## config.mk

```make
export PLATFORM = sky130hd
export DESIGN_NAME = ysyx_25020047_core_seq
export DESIGN_NICKNAME = d
export VERILOG_FILES = /design/src/rtl/ysyx_25020047_pkg.sv /design/src/rtl/ysyx_25020047_wait_timer.sv /design/src/rtl/ysyx_25020047_core_seq.sv
export SDC_FILE = /design/constraint.sdc
export NUM_CORES = 1
export LEC_CHECK = 0
export CAP_MARGIN = 25
export CORE_ASPECT_RATIO = 1.25
export CORE_UTILIZATION = 40
export DETAILED_ROUTE_END_ITERATION = 6
export PLACE_DENSITY = 0.67
export SYNTH_ARGS = -nofsm -noshare
export SYNTH_HDL_FRONTEND = slang
export SYNTH_SLANG_ARGS = --single-unit
```

## constraint.sdc

```tcl
create_clock -name clk -period 2.45 [get_ports clk]
set_input_delay 0.49 -clock clk [delete_from_list [all_inputs] [get_ports clk]]
set_output_delay 0.49 -clock clk [all_outputs]
set_load 0.02 [all_outputs]
```

## src/rtl/ysyx_25020047_pkg.sv

```systemverilog
// Shared sequencer state encoding and decoder instruction-class codes.
// inst_type codes are one-hot, except the all-ones code for an illegal instruction.
package ysyx_25020047_pkg;

   typedef enum logic [2:0] {
      S_IDLE   = 3'd0,
      S_FETCH  = 3'd1,
      S_DECODE = 3'd2,
      S_EXEC   = 3'd3,
      S_MEM    = 3'd4,
      S_WB     = 3'd5,
      S_HALT   = 3'd6,
      S_ERROR  = 3'd7
   } state_e;

   localparam logic [31:0] TYPE_EBREAK  = 32'h0000_0004;
   localparam logic [31:0] TYPE_LW      = 32'h0000_0020;
   localparam logic [31:0] TYPE_LBU     = 32'h0000_0040;
   localparam logic [31:0] TYPE_SW      = 32'h0000_0080;
   localparam logic [31:0] TYPE_SB      = 32'h0000_0100;
   localparam logic [31:0] TYPE_BEQ     = 32'h0000_4000;
   localparam logic [31:0] TYPE_BNE     = 32'h0000_8000;
   localparam logic [31:0] TYPE_ILLEGAL = 32'hFFFF_FFFF;

   function automatic logic is_load(input logic [31:0] t);
      return (t == TYPE_LW) || (t == TYPE_LBU);
   endfunction

   function automatic logic is_store(input logic [31:0] t);
      return (t == TYPE_SW) || (t == TYPE_SB);
   endfunction

   function automatic logic is_branch(input logic [31:0] t);
      return (t == TYPE_BEQ) || (t == TYPE_BNE);
   endfunction

endpackage

```

## src/rtl/ysyx_25020047_wait_timer.sv

```systemverilog
// Memory-response watchdog: 16-bit saturating wait counter.
// Latency: expired is combinational from the registered count and en.
// Backpressure: none; clr dominates en.
module ysyx_25020047_wait_timer #(
   parameter int unsigned TIMEOUT = 255
) (
   input  logic clk,
   input  logic rst,
   input  logic clr,
   input  logic en,
   output logic expired
);

   // expired flags the wait cycle whose increment would bring the count to TIMEOUT
   localparam logic [15:0] LIMIT = 16'(TIMEOUT - 1);

   logic [15:0] cnt;

   always_ff @(posedge clk or negedge rst) begin
      if (!rst) begin
         cnt <= '0;
      end else if (clr) begin
         cnt <= '0;
      end else if (en && (cnt != 16'hFFFF)) begin
         cnt <= cnt + 16'd1;
      end
   end

   assign expired = en && (cnt == LIMIT);

endmodule

```

## src/rtl/ysyx_25020047_core_seq.sv

```systemverilog
// Multi-cycle fetch/decode/exec/mem/wb sequencer with ebreak halt and memory watchdog.
// Latency: 4 cycles per non-memory instruction, 5 for load/store, +1 per memory wait cycle.
// Backpressure: imem_req/dmem_req held until response; watchdog traps to ERROR on timeout.
module ysyx_25020047_core_seq
   import ysyx_25020047_pkg::*;
#(
   parameter int unsigned TIMEOUT = 255
) (
   input  logic        clk,
   input  logic        rst,
   input  logic        start,
   output logic        imem_req,
   input  logic        imem_rvalid,
   input  logic [31:0] imem_rdata,
   output logic [31:0] inst_q,
   input  logic [31:0] inst_type,
   output logic        dmem_req,
   output logic        dmem_wen,
   input  logic        dmem_ack,
   output logic        reg_wen,
   output logic        pc_wen,
   output logic        halt,
   output logic        err,
   output logic [2:0]  state,
   output logic [31:0] instret
);

   state_e state_q;
   logic   waiting;
   logic   resp;
   logic   expired;
   logic   gpr_write;

   assign state     = state_q;
   assign waiting   = (state_q == S_FETCH) || (state_q == S_MEM);
   assign resp      = ((state_q == S_FETCH) && imem_rvalid) || ((state_q == S_MEM) && dmem_ack);
   assign gpr_write = !(is_store(inst_type) || is_branch(inst_type));

   // Counter is held clear outside FETCH/MEM, so every entry starts from zero
   ysyx_25020047_wait_timer #(
      .TIMEOUT (TIMEOUT)
   ) u_wait_timer (
      .clk     (clk),
      .rst     (rst),
      .clr     (!waiting || resp),
      .en      (waiting && !resp),
      .expired (expired)
   );

   always_ff @(posedge clk or negedge rst) begin
      if (!rst) begin
         state_q  <= S_IDLE;
         inst_q   <= '0;
         instret  <= '0;
         imem_req <= 1'b0;
         dmem_req <= 1'b0;
         dmem_wen <= 1'b0;
         reg_wen  <= 1'b0;
         pc_wen   <= 1'b0;
         halt     <= 1'b0;
         err      <= 1'b0;
      end else begin
         // Moore outputs are computed for the state being entered
         imem_req <= 1'b0;
         dmem_req <= 1'b0;
         dmem_wen <= 1'b0;
         reg_wen  <= 1'b0;
         pc_wen   <= 1'b0;
         case (state_q)
            S_IDLE: begin
               if (start) begin
                  state_q  <= S_FETCH;
                  imem_req <= 1'b1;
               end
            end
            S_FETCH: begin
               if (imem_rvalid) begin
                  inst_q  <= imem_rdata;
                  state_q <= S_DECODE;
               end else if (expired) begin
                  state_q <= S_ERROR;
                  err     <= 1'b1;
               end else begin
                  imem_req <= 1'b1;
               end
            end
            S_DECODE: begin
               state_q <= S_EXEC;
            end
            S_EXEC: begin
               if (inst_type == TYPE_EBREAK) begin
                  state_q <= S_HALT;
                  halt    <= 1'b1;
               end else if (inst_type == TYPE_ILLEGAL) begin
                  state_q <= S_ERROR;
                  err     <= 1'b1;
               end else if (is_load(inst_type) || is_store(inst_type)) begin
                  state_q  <= S_MEM;
                  dmem_req <= 1'b1;
                  dmem_wen <= is_store(inst_type);
               end else begin
                  state_q <= S_WB;
                  pc_wen  <= 1'b1;
                  reg_wen <= gpr_write;
               end
            end
            S_MEM: begin
               if (dmem_ack) begin
                  state_q <= S_WB;
                  pc_wen  <= 1'b1;
                  reg_wen <= gpr_write;
               end else if (expired) begin
                  state_q <= S_ERROR;
                  err     <= 1'b1;
               end else begin
                  dmem_req <= 1'b1;
                  dmem_wen <= dmem_wen;
               end
            end
            S_WB: begin
               instret  <= instret + 32'd1;
               state_q  <= S_FETCH;
               imem_req <= 1'b1;
            end
            S_HALT: begin
               state_q <= S_HALT;
            end
            S_ERROR: begin
               state_q <= S_ERROR;
            end
            default: begin
               state_q <= S_ERROR;
               err     <= 1'b1;
            end
         endcase
      end
   end

endmodule
```

==> impl_metrics.csv <==
group,metric,value,unit
outcome,outcome,"finished clean",
clock_tree,root_buffer,"clkbuf_16",
setup_path,cp-start-kind,"register",
synth,synth_top_area_share,52.16,%
floorplan,die_w,94.93,um
finish,nets,609,
timing,finalCritPeriodShare,88.08,%
synth,netlist_top_cells_area,"dfrtp_1 (52%), mux2_2 (8.3%), xnor2_1 (4.7%)",
place,port_buffers,142,
setup_path,max_stage_delay,710,ps
setup_path,startpoint,"state[2]$_DFFE_PN0P_",
grt,track_usage,18.06,%
setup_path,worstPathRequired,1960,ps
place,hpwlAfterDp,7.176,mm
synth,avgSynthCellArea,11.19,sq um
finish,fillers,873,
synth,synth_cells,386,
setup_path,cp.arrival,1670,ps
timing,whs,68.93,ps
grt,grt_pass1_vias,3471,
power_and_ir_drop,powerDensity,913.4,nW/um^2
finish,area_delta_synth_final,43.76,%
route,drt-total-wl,9.466,mm
floorplan,num_rows,42,
clock_tree,cts_hold_buffers,0,
flow_run,drv_cap,0,
power_and_ir_drop,total_power,5.669,mW
timing,fmax,0.4634,GHz
clock_tree,clockBufferDepth,2,
floorplan,die-area,11220,sq um
timing,slew_headroom,70.11,%
finish,multi_input_area,1964,sq um
route,drtPass1Iterations,4,
timing,tns,0,ps
grt,antenna_found_initial,0,
synth,netlist_area,4318,sq um
timing,finalCriticalPeriod,2158,ps
clock_tree,cts_made_buffers,9,
clock_tree,cts.repair.resized,0,
floorplan,coreArea,10560,sq um
finish,register_area,2252,sq um
synth,synth_area_leader_cell,"dfrtp_1",
place,numPlacedInstances,658,
synth,syn_nets,458,
grt,grt_overflow_total,0,
clock_tree,cts_tree,"built",
synth,synth_edf_count,0,
route,remaining_drc_errors,0,
worst_hold_path,hp-class,"in2async",
timing,finClkSkew,3.753,ps
clock_tree,cts.sink_count,90,
setup_path,cp_top_family,"buffers and inverters",
route,viasPerCell,5.206,
setup_path,path_cells,"clkdlybuf4s50_1",
timing,finalSetupViolCount,0,
clock_tree,clk_pin_slew,60,ps
setup_path,end_kind,"output pin",
timing,hold_viol,0,
floorplan,initial_utilization,40.88,%
setup_path,critPathMaxFanout,14,
synth,ys.flop_type,"dfrtp_1",
route,wl_per_cell,14.04,um
route,num_vias,3509,
setup_path,path_buf_inv,1,
clock_tree,post_cts_buffers,0,
floorplan,ioPinCount,143,
clock_tree,clkLatencyLatePin,340,ps
finish,stdcell_count,674,
clock_tree,htreeDepth,3,
power_and_ir_drop,ir_worst_vdd,0.0003378,V
setup_path,criticalPathCategory,"reg2out",
route,ant_nets,0,
setup_path,reg2reg_from,"state[0]$_DFFE_PN0P_",
power_and_ir_drop,total_leakage_power,2.558,nW
timing,worst_pin_slew,445.4,ps
synth,ys_warn_count,0,
synth,ys_seq_area_share,52.16,%
grt,grt_pass1_wl,15.97,mm
place,gp_congestion,0.8651,
setup_path,r2r_slack,500,ps
timing,rsz0062_at_grt,"false",
synth,yosys_register_bits,90,
synth,yosysUniqueCellTypes,54,
synth,async_reset_ff_share,100.0,%
timing,drv_slew,0,
setup_path,critPathSlowestCell,"clkdlybuf4s50_1",
grt,grt_max_degree,63,
finish,drive_gt1_share,14.02,%
floorplan,die_h,118.2,um
finish,num_antenna_cells,0,
route,drtIter0Drc,138,
sequential cells by signal, summed over array words and instances, names as in the netlist:
name / cells
inst_q: 32
instret: 32
u_wait_timer.cnt: 16
state: 3
dmem_req: 1
dmem_wen: 1
err: 1
halt: 1
imem_req: 1
pc_wen: 1
reg_wen: 1
path summary, 6_finish.rpt:
path / end / cells after the start
setup / recovery: state[2] / 1
hold / removal: instret[27]$_DFFE_PN0P_ / 1
setup reg to reg: state[1]$_DFFE_PN0P_ / 5
hold reg to reg: instret[31]$_DFFE_PN0P_ / 1
max in group asynchronous: u_wait_timer.cnt[9]$_DFFE_PN0P_ / 2
min in group clk: instret[31]$_DFFE_PN0P_ / 1
Yosys cell counts (2+ instances only):
master    count
dfrtp_1      90
nand2_1      33
mux2_2       32
nor2_1       25
xnor2_1      23
nand3_1      18
nand4_1      18
xor2_1       18
inv_1        12
nor4_1       11
o21ai_0       9
a21oi_1       8
nor3_1        8
and2_1        7
and3_1        6
or3_1         5
and4_1        4
a31oi_1       3
buf_4         3
ha_1          3
nand4_2       3
nor3_2        3
o211ai_1      3
o21ai_1       3
a211oi_1      2
a31o_2        2
buf_6         2
nand2_2       2
o21a_1        2
o22ai_1       2
or3b_4        2
or4_1         2
metal layers:
metal / global-route usage, % / part of all wire [%] / up-vias
met5: 0 / 0 / -
met4: 5.682 / 0.99 / 0
met3: 5.148 / 7.3 / 9
met2: 31.07 / 50 / 112
met1: 21.40 / 41 / 1693
li1: - / - / 1695
cell type report:
type / count / share of cell area (%)
clock inverters: 3 / 0.3427
well taps: 132 / 2.661
repair buffers: 148 / 23.99
multi-input cells: 276 / 31.65
inverters: 12 / 0.7257
flip-flops and latches: 90 / 36.28
clock buffers: 13 / 4.354
cell usage in the layout, fill, tap and decap left out, types with 11 or more instances in the layout:
cell,instances
xor2_1,18
inv_1,12
nor4_1,11
clkdlybuf4s50_1,141
dfrtp_1,90
nor2_1,24
nand4_1,18
nand3_1,18
xnor2_1,23
nand2_1,33
mux2_2,32
per-stage QoR:
| step | worst slack, ps | area (sq um) | util (%) |
|---|---|---|---|
| final | 292.0 | 6207 | 58.77 |
| after detailed placement | 131.7 | 5916 | 56.01 |
| after CTS | 282.2 | 6207 | 58.77 |
| after global routing | 213.3 | 6207 | 58.77 |
| after global placement | 187.3 | 5916 | 56.01 |
| after floorplan | 620.8 | 4318 | - |
cells by family (layout without fill, tap and decap cells):
group / Yosys count / after routing / share of synthesized area, %
fa+ha+maj: 3 / 3 / 0.8694
buf+inv: 20 / 176 / 2.405
simple gates: 160 / 160 / 21.79
xor+xnor: 41 / 41 / 8.316
flops: 90 / 90 / 52.16
mux: 32 / 32 / 8.346
compound gates: 40 / 40 / 6.114
power breakdown:
part,switching [mW],internal [mW],total [mW]
clock network,0.554,0.773,1.33
registers,0.279,1.85,2.13
logic,1.03,1.18,2.21
total,1.87,3.80,5.67
No activity file was read; power rests on OpenSTA's default activity.
==> RTL edit, RTL diff (same flow settings) <==
`TIMEOUT` is set to 255 in 2 places; all go to 127.
--- a/src/rtl/ysyx_25020047_wait_timer.sv
+++ b/src/rtl/ysyx_25020047_wait_timer.sv
@@ -3,5 +3,5 @@
 // Backpressure: none; clr dominates en.
 module ysyx_25020047_wait_timer #(
-   parameter int unsigned TIMEOUT = 255
+   parameter int unsigned TIMEOUT = 127
 ) (
    input  logic clk,
--- a/src/rtl/ysyx_25020047_core_seq.sv
+++ b/src/rtl/ysyx_25020047_core_seq.sv
@@ -5,5 +5,5 @@
    import ysyx_25020047_pkg::*;
 #(
-   parameter int unsigned TIMEOUT = 255
+   parameter int unsigned TIMEOUT = 127
 ) (
    input  logic        clk,
Check against the original RTL: no difference found for any inputs over 10 cycles, from zero or initial values and one cycle with rst low; that may be too few to reach the edited logic, so the function may still have changed.
==> RTL edit against the unedited design <==
  * Synthesized cell count decreased by 0.78%
  * Sequential power decreased by 2%
  * Fmax increased by 3.0%
  * Hold slack improved by 23 ps
  * Cell area decreased by 0.85%
  * Core utilization increased by 1.5 points
  * Worst setup slack improved by 64 ps
  * Power decreased by 0.72%
  * Wire length increased by 5.7%
  * Sequential cell count unchanged
  * Register-to-register slack got worse by 140 ps
  * Synthesized area decreased by 1.7%
  * Largest power group unchanged
==> RTL edit: results <==
[run_status]
outcome = "complete, no violations"

[placed_design]
place.gp.congestion = 0.808
port_buffers = 142
hpwl_mm = 7.53

[route]
first_iter_violations = 76
drt_first_pass_iters = 6
vias = 3497
wl_mm = 10.0
route.detailed.drc = 0

[worst_setup_path]
path_max_fanout = 7
setup.worst_path.class = "register to register"
rr_endpoint = "state[2]$_DFFE_PN0P_"
cpLargestDelayFamily = "simple AND/OR/NAND/NOR gates"
cp-startpoint = "u_wait_timer.cnt[13]$_DFFE_PN0P_"
arrival_ps = 2370
max_stage_delay_ps = 670
worst_path_max_delay_cell = "or4b_2"
reg2reg_depth = 5
rrSetupSlack_ps = 360

[global_route]
grt_pass1_vias = 3442
antenna_found_initial = 0
track_usage_pct = 19.7
grt_pass1_wl_mm = 16.6
grt_max_degree = 58

[cells_and_area]
diodes = 0
top_regs = "inst_q: 32 flops, instret: 32 flops, u_wait_timer.cnt: 16 flops"
drive_gt1_share_pct = 13.2
finalNetCount = 606

[power]
peakVddDrop_mv = 0.446
p_leak_nw = 2.49

[logic_synthesis]
synth_xor_area_share_pct = 7.64
synth_compound_area_share_pct = 6.52
netlist_top_cells_count = "dfrtp_1 (90), mux2_2 (33), nand2_1 (25), nor2_1 (25), nand4_1 (24)"
synth.area.top_cells = "dfrtp_1 (53%), mux2_2 (8.8%), xnor2_1 (4.3%)"
synth.distinct_cells = 49
synth_top_area_share_pct = 53.1
synth-adder-area-share_pct = 0.885
ys_seq_area_share_pct = 53.1
syn_nets = 455
synthArstFlopShare_pct = 100
yosys_warnings = 0
synthMuxAreaShare_pct = 8.76

[min_path]
min_path_type = "input port to async pin"

[clock_tree]
root_buffer = "clkbuf_16"
clock_path_buffers = 2
post_cts_buffers = 0
ctsResizeCount = 0
cts-buffers-inserted = 9
htree_levels = 3
clk_pin_slew_ps = 60
insertion_delay_ps = 340

[timing]
whs_ps = 91.5
fin_skew_ps = 6.77
tightestPinTransition_ps = 707

[floorplanning]
die_w_microns = 94.1
[RTL edit: stage by stage]
| step | worst slack [ps] | cells | utilization (%) | area [sq um] |
|---|---|---|---|---|
| finish | 356 | 667 | 60.3 | 6150 |
| global route | 181 | 667 | 60.3 | 6150 |
| CTS | 333 | 667 | 60.3 | 6150 |
| detailed placement | 64.9 | 652 | 57.4 | 5860 |
| global placement | 127 | 652 | 57.4 | 5860 |
| floorplan | 510 | 383 | - | 4240 |
[RTL edit: area by class of cell]
type	count	area, sq um
Fill cell	864	4050
Sequential cell	90	2250
Multi-Input combinational cell	272	1900
Timing Repair Buffer	151	1510
Clock buffer	10	239
Tap cell	129	161
Clock inverter	5	55.1
Inverter	10	37.5
[RTL edit: report_power, final]
part           internal [W]  switching, W
clock network      0.000808      0.000553
registers           0.00186      0.000232
logic               0.00114       0.00104
[RTL edit: routing by layer]
layer  part of all wire, %  track usage, %  wire, microns
met4                   2.1            8.51            208
met1                    42            22.8           4160
met5                     0               0              0
met2                    51            35.2           5090
met3                   5.4            4.33            537
